$ cat config.mk
export PLATFORM = sky130hd
export DESIGN_NAME = cdp_rdma_eg_pack
export DESIGN_NICKNAME = d
export VERILOG_FILES = /design/src/rtl/cdp_rdma_eg_pkg.sv /design/src/rtl/cdp_rdma_eg_pipe.sv /design/src/rtl/cdp_rdma_eg_pack.sv
export SDC_FILE = /design/constraint.sdc
export NUM_CORES = 1
export LEC_CHECK = 0
export CAP_MARGIN = 20
export CORE_UTILIZATION = 40
export CTS_BUF_LIST = sky130_fd_sc_hd__clkbuf_16
export CTS_CLUSTER_SIZE = 24
export DETAILED_ROUTE_END_ITERATION = 6
export PLACE_DENSITY_LB_ADDON = 0.12
export SLEW_MARGIN = 10
export SYNTH_ARGS = -nofsm -noshare
export SYNTH_HDL_FRONTEND = slang
export SYNTH_HIERARCHICAL = 1
export SYNTH_SLANG_ARGS = --single-unit
$ cat constraint.sdc
create_clock -name nvdla_core_clk -period 5.4 [get_ports nvdla_core_clk]
set_input_delay 1.35 -clock nvdla_core_clk [delete_from_list [all_inputs] [get_ports nvdla_core_clk]]
set_output_delay 1.35 -clock nvdla_core_clk [all_outputs]
set_load 0.005 [all_outputs]
$ cat src/rtl/cdp_rdma_eg_pkg.sv
// Shared definitions for the CDP RDMA egress interface: info-field layout and
// egress FSM encoding. Used by both the transmitter (pack) and receiver (unpack).
package cdp_rdma_eg_pkg;

    localparam int INFO_W    = 23;

    localparam int LANES_LSB = 0;
    localparam int LINE_END  = 8;
    localparam int SURF_END  = 9;
    localparam int CUBE_END  = 10;
    localparam int LAYER_END = 11;
    localparam int LAST_W    = 12;
    localparam int LAST_H    = 13;
    localparam int LAST_C    = 14;

    typedef enum logic [1:0] {
        IDLE  = 2'd0,
        RUN   = 2'd1,
        FLUSH = 2'd2
    } eg_state_t;

endpackage

$ cat src/rtl/cdp_rdma_eg_pipe.sv
// Single-entry valid/ready register stage. The producer pushes with 'load' only
// when 'in_ready' is high, so a held beat is never overwritten.
module cdp_rdma_eg_pipe #(
    parameter int W = 8
) (
    input  logic         nvdla_core_clk,
    input  logic         nvdla_core_rstn,
    input  logic         load,
    input  logic [W-1:0] load_data,
    input  logic         out_ready,
    output logic         in_ready,
    output logic         out_valid,
    output logic [W-1:0] out_data
);

    assign in_ready = ~out_valid | out_ready;

    // Valid flag: set on push, cleared when the held beat drains with no refill.
    always_ff @(posedge nvdla_core_clk or negedge nvdla_core_rstn) begin
        if (!nvdla_core_rstn) begin
            out_valid <= 1'b0;
        end else if (load) begin
            out_valid <= 1'b1;
        end else if (out_ready) begin
            out_valid <= 1'b0;
        end
    end

    // Payload register: only changes on a push, so it is stable while stalled.
    always_ff @(posedge nvdla_core_clk or negedge nvdla_core_rstn) begin
        if (!nvdla_core_rstn) begin
            out_data <= '0;
        end else if (load) begin
            out_data <= load_data;
        end
    end

endmodule

$ cat src/rtl/cdp_rdma_eg_pack.sv
// CDP RDMA egress packer: walks the cube (w, then h, then channel groups),
// tags each read-return beat with its 23-bit position/info field and forwards
// it through a one-deep output register. One layer per op_en rising edge.
// Optional stall performance counter: define CDP_RDMA_EG_PERF_EN.
//
//   state | meaning
//   IDLE  | waiting for op_en rising edge
//   RUN   | accepting and tagging input beats
//   FLUSH | final beat held in output register, waiting to drain
module cdp_rdma_eg_pack
    import cdp_rdma_eg_pkg::*;
#(
    parameter  int THROUGHPUT = 8,
    parameter  int BPE        = 8,
    localparam int DW         = THROUGHPUT * BPE
) (
    input  logic                 nvdla_core_clk,
    input  logic                 nvdla_core_rstn,
    input  logic                 reg2dp_op_en,
    input  logic [12:0]          reg2dp_width,
    input  logic [12:0]          reg2dp_height,
    input  logic [12:0]          reg2dp_channel,
    input  logic [DW-1:0]        rd_data_pd,
    input  logic                 rd_data_valid,
    output logic                 rd_data_ready,
    output logic [DW+INFO_W-1:0] cdp_rdma2dp_pd,
    output logic                 cdp_rdma2dp_valid,
    input  logic                 cdp_rdma2dp_ready,
    output logic                 eg_done,
    output logic [31:0]          dp2reg_eg_stall_cnt
);

    localparam int LB = $clog2(THROUGHPUT);
    localparam int GW = 13 - LB;

    eg_state_t          state, state_nxt;
    logic               op_en_d1;
    logic               op_en_load;
    logic               layer_start;
    logic               done_nxt;
    logic [12:0]        width_lat, height_lat, chan_lat;
    logic [12:0]        w_cnt, h_cnt;
    logic [GW-1:0]      c_cnt;
    logic               last_w, last_h, last_c;
    logic               load;
    logic               pipe_in_ready;
    logic [3:0]         lanes;
    logic [INFO_W-1:0]  info;

    assign op_en_load  = reg2dp_op_en & ~op_en_d1;
    assign layer_start = (state == IDLE) & op_en_load;

    assign last_w = (w_cnt == width_lat);
    assign last_h = (h_cnt == height_lat);
    assign last_c = (c_cnt == chan_lat[12:LB]);

    assign rd_data_ready = (state == RUN) & pipe_in_ready;
    assign load          = rd_data_valid & rd_data_ready;

    // Edge detect on the op_en level.
    always_ff @(posedge nvdla_core_clk or negedge nvdla_core_rstn) begin
        if (!nvdla_core_rstn) op_en_d1 <= 1'b0;
        else                  op_en_d1 <= reg2dp_op_en;
    end

    // FSM state register plus registered done pulse.
    always_ff @(posedge nvdla_core_clk or negedge nvdla_core_rstn) begin
        if (!nvdla_core_rstn) begin
            state   <= IDLE;
            eg_done <= 1'b0;
        end else begin
            state   <= state_nxt;
            eg_done <= done_nxt;
        end
    end

    // FSM next-state; op_en edges outside IDLE are deliberately ignored.
    always_comb begin
        state_nxt = state;
        done_nxt  = 1'b0;
        case (state)
            IDLE:  if (op_en_load) state_nxt = RUN;
            RUN:   if (load & last_w & last_h & last_c) state_nxt = FLUSH;
            FLUSH: if (~cdp_rdma2dp_valid | cdp_rdma2dp_ready) begin
                       state_nxt = IDLE;
                       done_nxt  = 1'b1;
                   end
            default: state_nxt = IDLE;
        endcase
    end

    // Latch cube bounds at layer start; advance w/h/c position per accepted beat.
    always_ff @(posedge nvdla_core_clk or negedge nvdla_core_rstn) begin
        if (!nvdla_core_rstn) begin
            width_lat  <= '0;
            height_lat <= '0;
            chan_lat   <= '0;
            w_cnt      <= '0;
            h_cnt      <= '0;
            c_cnt      <= '0;
        end else if (layer_start) begin
            width_lat  <= reg2dp_width;
            height_lat <= reg2dp_height;
            chan_lat   <= reg2dp_channel;
            w_cnt      <= '0;
            h_cnt      <= '0;
            c_cnt      <= '0;
        end else if (load) begin
            if (last_w) begin
                w_cnt <= '0;
                if (last_h) begin
                    h_cnt <= '0;
                    if (!last_c) c_cnt <= c_cnt + GW'(1);
                end else begin
                    h_cnt <= h_cnt + 13'd1;
                end
            end else begin
                w_cnt <= w_cnt + 13'd1;
            end
        end
    end

    // Info field for the beat being accepted this cycle.
    always_comb begin
        lanes           = last_c ? 4'(chan_lat[LB-1:0]) : 4'(THROUGHPUT - 1);
        info            = '0;
        info[LANES_LSB +: 4] = lanes;
        info[LINE_END]  = last_w;
        info[SURF_END]  = last_w & last_h;
        info[CUBE_END]  = last_w & last_h & last_c;
        info[LAYER_END] = last_w & last_h & last_c;
        info[LAST_W]    = last_w;
        info[LAST_H]    = last_h;
        info[LAST_C]    = last_c;
    end

    cdp_rdma_eg_pipe #(
        .W (DW + INFO_W)
    ) u_pipe (
        .nvdla_core_clk  (nvdla_core_clk),
        .nvdla_core_rstn (nvdla_core_rstn),
        .load            (load),
        .load_data       ({info, rd_data_pd}),
        .out_ready       (cdp_rdma2dp_ready),
        .in_ready        (pipe_in_ready),
        .out_valid       (cdp_rdma2dp_valid),
        .out_data        (cdp_rdma2dp_pd)
    );

`ifdef CDP_RDMA_EG_PERF_EN
    logic [31:0] stall_cnt;

    // Saturating count of downstream-stalled cycles within the current layer.
    always_ff @(posedge nvdla_core_clk or negedge nvdla_core_rstn) begin
        if (!nvdla_core_rstn) begin
            stall_cnt <= '0;
        end else if (layer_start) begin
            stall_cnt <= '0;
        end else if ((state != IDLE) && cdp_rdma2dp_valid && !cdp_rdma2dp_ready
                     && (stall_cnt != 32'hFFFF_FFFF)) begin
            stall_cnt <= stall_cnt + 32'd1;
        end
    end

    assign dp2reg_eg_stall_cnt = stall_cnt;
`else
    assign dp2reg_eg_stall_cnt = 32'd0;
`endif

endmodule

==> impl_metrics.csv, run 1 <==
group,metric,value,unit
synth,synth_ff_type,"dfrtp_1",
detailed_routing,wl,17300,um
layout,antenna_cells,0,
placement,gp_congestion,0.809,
global_routing,grt_max_degree,89,
timing,fin_tns_setup,0,ps
synth,yosysSeqAreaShare,0.553,
min_path,hp-class,"flip-flop to flip-flop",
floorplanning,fp.dieH,140,um
cts,post_cts_resized,0,
setup_path,cp-end-kind,"primary output",
placement,dp_hpwl,12300,um
cts,cts_buffers,17,
global_routing,grt_pass1_vias,5342,
timing,finalSetupViolations,0,
floorplanning,ios,230,
floorplanning,start_util,0.414,
cts,htree_levels,4,
timing,fin_crit_sh,0.752,
placement,placed_area,0.00966,mm^2
timing,tightestPinTransition,804,ps
power_and_ir_drop,power_leakage,4.64,nW
layout,stdcell_area,0.0103,mm^2
timing,hold_viol,0,
power_and_ir_drop,power_density,324,mW/mm^2
global_routing,antenna_found_initial,0,
cts,cts_tree,"built",
power_and_ir_drop,total_power,3.33,mW
cts,cts_buffer_depth,2,
layout,synthToLayoutAreaGrowth,35.9,%
synth,async_flop_share,1.00,
power_and_ir_drop,ir_drop,0.000217,V
cts,cts_root_buffer,"clkbuf_16",
outcome,outcome,"completed",
synth,synthCells,657,
setup_path,cp.required,4050,ps
cts,postCtsHoldBufs,0,
cts,clk_latency,420,ps
detailed_routing,drt_first_pass_iters,4,
floorplanning,die_x,140,um
layout,fillers,1560,
floorplanning,die_area,0.0195,mm^2
timing,whs,473,ps
cts,clk_pin_slew,60,ps
synth,syn_area_per_cell,11.5,um^2
layout,drive_gt1_frac,0.148,
layout,fin_util,0.562,
layout,fin_nets,975,
synth,ys_warn_count,6,
synth,ys_ff_latch,167,
detailed_routing,wl_per_cell,15.7,um
timing,skew,9.20,ps
synth,synth_edf_count,0,
timing,relSlewSlack,0.464,
global_routing,grt_use_total,0.186,
global_routing,grt_pass1_wl,28400,um
detailed_routing,post-route-drc-count,0,
timing,slew_viol_final,0,
floorplanning,rows,49,
cts,clock_sinks,167,
global_routing,overflow,0,
setup_path,cp_max_fo,4,
synth,syn_area,0.00756,mm^2
timing,max_freq,246,MHz
setup_path,start_kind,"primary input",
detailed_routing,ant_nets,0,
flow_run,drv_cap,0,
synth,ys_types,44,
cts,cts_setup_buffers,0,
setup_path,path_class,"primary input to primary output",
detailed_routing,vias,5417,
detailed_routing,drt_iter0_drc,242,
timing,min_period,4060,ps
floorplanning,coreArea,0.0183,mm^2
detailed_routing,vias_per_cell,4.91,
setup_path,r2r_slack,2540,ps
setup_path,cp.arrival,2710,ps
timing,rsz0062_at_grt,"no",
placement,port_buffers,197,
[flip-flops by register name (all words and copies together) (netlist names)]
| name | cells |
|---|---|
| u_pipe/out_data | 87 |
| chan_lat | 13 |
| h_cnt | 13 |
| height_lat | 13 |
| w_cnt | 13 |
| width_lat | 13 |
| c_cnt | 10 |
| state | 2 |
| eg_done | 1 |
| op_en_d1 | 1 |
| u_pipe/out_valid | 1 |
[area by class of cell]
class | count | area, um^2 | area share
Timing Repair Buffer | 205 | 2030 | 0.198
Tap cell | 229 | 287 | 0.0279
Sequential cell | 167 | 4180 | 0.407
Clock buffer | 17 | 425 | 0.0414
Inverter | 3 | 11.3 | 0.00110
Clock inverter | 12 | 186 | 0.0181
Multi-Input combinational cell | 470 | 3150 | 0.307
[critical path, cell delays in order]
cell and delay [ps]:
clkdlybuf4s50_1 460, nand2b_1 160, nor3b_1 200, clkdlybuf4s50_1 530
[synth_stat cells, types with 2 or more instances]
cell type  number  share of area
a21oi_1        14         0.0093
a22o_1         10          0.012
a31o_2          2         0.0023
a31oi_1         2         0.0017
and2_1          2         0.0017
and3_1          9         0.0074
and4_1          3         0.0035
buf_2           6         0.0040
buf_4          33          0.033
buf_6           5         0.0074
clkbuf_1       15         0.0074
dfrtp_1       167           0.55
ha_1            3         0.0050
inv_1           3         0.0015
mux2_2         69           0.10
mux2_4         19          0.038
mux2i_1         5         0.0066
nand2_1       128          0.064
nand2b_1        9         0.0074
nand3_1        23          0.015
nand3b_1        2         0.0020
nand4_1         9         0.0074
nor2_1         13         0.0065
nor2b_1         5         0.0041
nor3_1          6         0.0040
nor3b_1         2         0.0020
nor4_1          4         0.0033
o21ai_0        13         0.0086
o31ai_1         5         0.0050
or3_1          12         0.0099
or4_1           4         0.0040
xnor2_1        27          0.031
xor2_1         17          0.020
[worst paths after layout]
kind	endpoint	start	cells past startpoint
max in group asynchronous	u_pipe/out_data[63]	nvdla_core_rstn	2
min	chan_lat[1]	chan_lat[1]	2
min in group asynchronous	u_pipe/out_data[69]	nvdla_core_rstn	1
min reg2reg	chan_lat[1]	chan_lat[1]	2
max	rd_data_ready	cdp_rdma2dp_ready	4
max reg2reg	w_cnt[10]	state[1]	6
[logic make-up (layout without fill, tap and decap cells)]
logic type	Yosys count	count (layout)	share of synthesized area
AND/OR/NAND/NOR	234	234	0.146
flip-flops	167	167	0.553
multiplexers	93	93	0.147
buffers and inverters	64	237	0.0543
AO/OA/AOI/OAI	51	51	0.0438
XOR/XNOR	44	44	0.0510
adder cells (fa/ha/maj)	3	3	0.00496
other	1	45	0.000496
[cell usage in the layout, fill, tap and decap left out, drive strengths merged, types with 4 or more instances in the layout]
cell and count:
a21oi 14, nor3 6, nor2b 5, nand2b 9, inv 4, nor2 13
or4 5, nor4 4, dfrtp 167, nand3 23, o21ai 13, bufinv 5
clkdlybuf4s50 196, clkinv 5, and3 9, mux2i 5, buf 9, mux2 88
a22o 10, xor2 17, clkbuf 17, conb 45, or3 12, xnor2 27
nand2 128, o31ai 5, nand4 9
[routing by layer]
layer | wire, um | up-vias | track usage | part of all wire
met2 | 8760 | 157 | 0.320 | 0.51
met4 | 332 | 0 | 0.0673 | 0.019
met1 | 7480 | 2658 | 0.227 | 0.43
li1 | - | 2581 | - | -
met3 | 713 | 21 | 0.0447 | 0.041
met5 | 0 | - | 0 | 0
[through the flow]
step                      std cells  worst slack (ps)
after floorplan                 701              2000
after global placement         1074              1190
after detailed placement       1074              1080
after CTS                      1103              1330
after global routing           1103              1280
final                          1103              1340
[power by group]
group	switching (mW)	leakage [nW]	internal, mW
Sequential	0.0995	2.08	1.38
Combinational	0.204	2.26	0.375
Clock	0.467	0.298	0.805
Note: power is estimated with default switching activity, not from simulation.
==> run 2, diff against run 1 <==
Clock period 5.4 ns to 3.5 ns, I/O delays scaled along.
==> run 2 against run 1 <==
- critical path depth is 1 higher
- sequential cell count stayed put
- final cell count is 0.82% higher
- routed wire length is 0.87% higher
- register-to-register slack worse by 1600 ps
- largest power group unchanged
- highest routed layer unchanged
- clock power is 44% higher
==> impl_metrics.csv, run 2 (same netlist as run 1, synthesis figures left out) <==
group,metric,value,unit
power_and_ir_drop,combinationalPowerShare,0.178,
power_and_ir_drop,power_density,486,mW/mm^2
placement,dp_hpwl,12700,um
cts,clock_sinks,167,
layout,final_cell_mix,"clkdlybuf4s50_1 (196), dfrtp_1 (167), nand2_1 (128)",
detailed_routing,wl_per_cell,15.7,um
setup_path,cp.required,2620,ps
global_routing,grt_max_degree,97,
flow_run,drv_cap,0,
cts,postCtsHoldBufs,0,
placement,port_buffers,197,
outcome,outcome,"completed",
timing,fin_crit_sh,0.907,
setup_path,cp-end-kind,"primary output",
setup_path,cp_max_fo,3,
layout,largest-register,"u_pipe/out_data",
power_and_ir_drop,clkPwrFrac,0.366,
floorplanning,coreArea,0.0183,mm^2
power_and_ir_drop,switching_share,0.248,
setup_path,ff2ff_path_depth,7,
placement,gp_congestion,0.813,
timing,slew_viol_final,0,
timing,relSlewSlack,0.520,
timing,skew,7.36,ps
power_and_ir_drop,seq_power_share,0.456,
cts,cts_buffers,17,
power_and_ir_drop,ir_drop,0.000349,V
floorplanning,rows,49,
timing,rsz0062_at_grt,"no",
timing,fin_tns_setup,0,ps
timing,tightestPinTransition,712,ps
layout,largest_reg_flops,87,
floorplanning,die_area,0.0195,mm^2
power_and_ir_drop,intPower,3.77,mW
setup_path,r2r-start,"h_cnt[6]",
cts,post_cts_resized,0,
layout,multi_input_area,0.00315,mm^2
detailed_routing,drt_first_pass_iters,5,
layout,fin_util,0.565,
setup_path,r2r_end,"h_cnt[0]",
timing,hold_viol,0,
timing,finalSetupViolations,0,
cts,clk_latency,420,ps
global_routing,grt_use_total,0.189,
layout,fin_nets,981,
power_and_ir_drop,p_sw,1.24,mW
timing,min_period,3170,ps
cts,clk_pin_slew,60,ps
layout,fillers,1572,
cts,cts_setup_buffers,0,
power_and_ir_drop,total_power,5.01,mW
cts,htree_levels,4,
min_path,hp-class,"primary input to async pin",
setup_path,path_class,"primary input to primary output",
cts,cts_buffer_depth,2,
global_routing,overflow,0,
detailed_routing,post-route-drc-count,0,
floorplanning,ios,230,
setup_path,cp.arrival,2300,ps
floorplanning,fp.dieH,140,um
layout,drive_gt1_frac,0.159,
detailed_routing,vias_per_cell,4.90,
global_routing,antenna_found_initial,0,
detailed_routing,vias,5446,
cts,cts_root_buffer,"clkbuf_16",
layout,layout_commonest_cell,"clkdlybuf4s50_1",
power_and_ir_drop,power_leakage,4.65,nW
setup_path,r2r_slack,910,ps
layout,antenna_cells,0,
setup_path,start_kind,"primary input",
detailed_routing,drt_iter0_drc,273,
floorplanning,start_util,0.414,
global_routing,grt_pass1_vias,5563,
global_routing,grt_pass1_wl,28800,um
layout,synthToLayoutAreaGrowth,36.4,%
cts,cts_tree,"built",
detailed_routing,ant_nets,0,
timing,max_freq,315,MHz
floorplanning,die_x,140,um
layout,regArea,0.00418,mm^2
detailed_routing,wl,17400,um
## run 2: per-layer routing
layer	global-route usage	wire length, um	vias up
li1	-	-	2601
met1	0.234	7410	2642
met2	0.318	8860	179
met3	0.0392	783	24
met4	0.0825	372	0
met5	0	0	-
## run 2: final cells by class
class,count,area share
flip-flops and latches,167,0.405
multi-input cells,470,0.306
repair buffers,211,0.204
clock buffers,17,0.0412
well taps,229,0.0278
clock inverters,15,0.0150
inverters,3,0.00109
## run 2: how the worst max path moves through the flow
stage	startpoint	to	slack [ps]	cells after the start
2_1_floorplan	cdp_rdma2dp_ready	c_cnt[4]	570	9
3_3_place_gp	cdp_rdma2dp_ready	c_cnt[5]	90	8
3_5_place_dp	cdp_rdma2dp_ready	c_cnt[4]	50	8
4_1_cts	cdp_rdma2dp_ready	rd_data_ready	320	5
5_1_grt	cdp_rdma2dp_ready	rd_data_ready	270	5
6_report	cdp_rdma2dp_ready	rd_data_ready	330	5
## run 2: worst max-delay path, stage by stage
cell	delay [ps]
clkdlybuf4s50_1	470
nand2b_1	130
buf_4	130
nor3b_1	170
clkdlybuf4s50_1	530
## run 2: stage by stage
stage / instance area (um^2) / hold slack, ps / worst slack (ps) / std cells
global placement: 9730 / 451 / 91.7 / 1080
floorplan: 7730 / 437 / 571 / 701
detailed placement: 9730 / 461 / 54.1 / 1080
global route: 10300 / 332 / 275 / 1112
finish: 10300 / 326 / 326 / 1112
CTS: 10300 / 323 / 325 / 1112
## run 2: power by group through the flow
stage,Clock (mW),Combinational [mW],Sequential [mW]
final,1.83,0.894,2.29
after global routing,1.98,0.970,2.31
after CTS,1.89,0.912,2.29
after detailed placement,0,0.909,2.32
after global placement,0,0.887,2.31
after floorplan,0,0.403,2.30
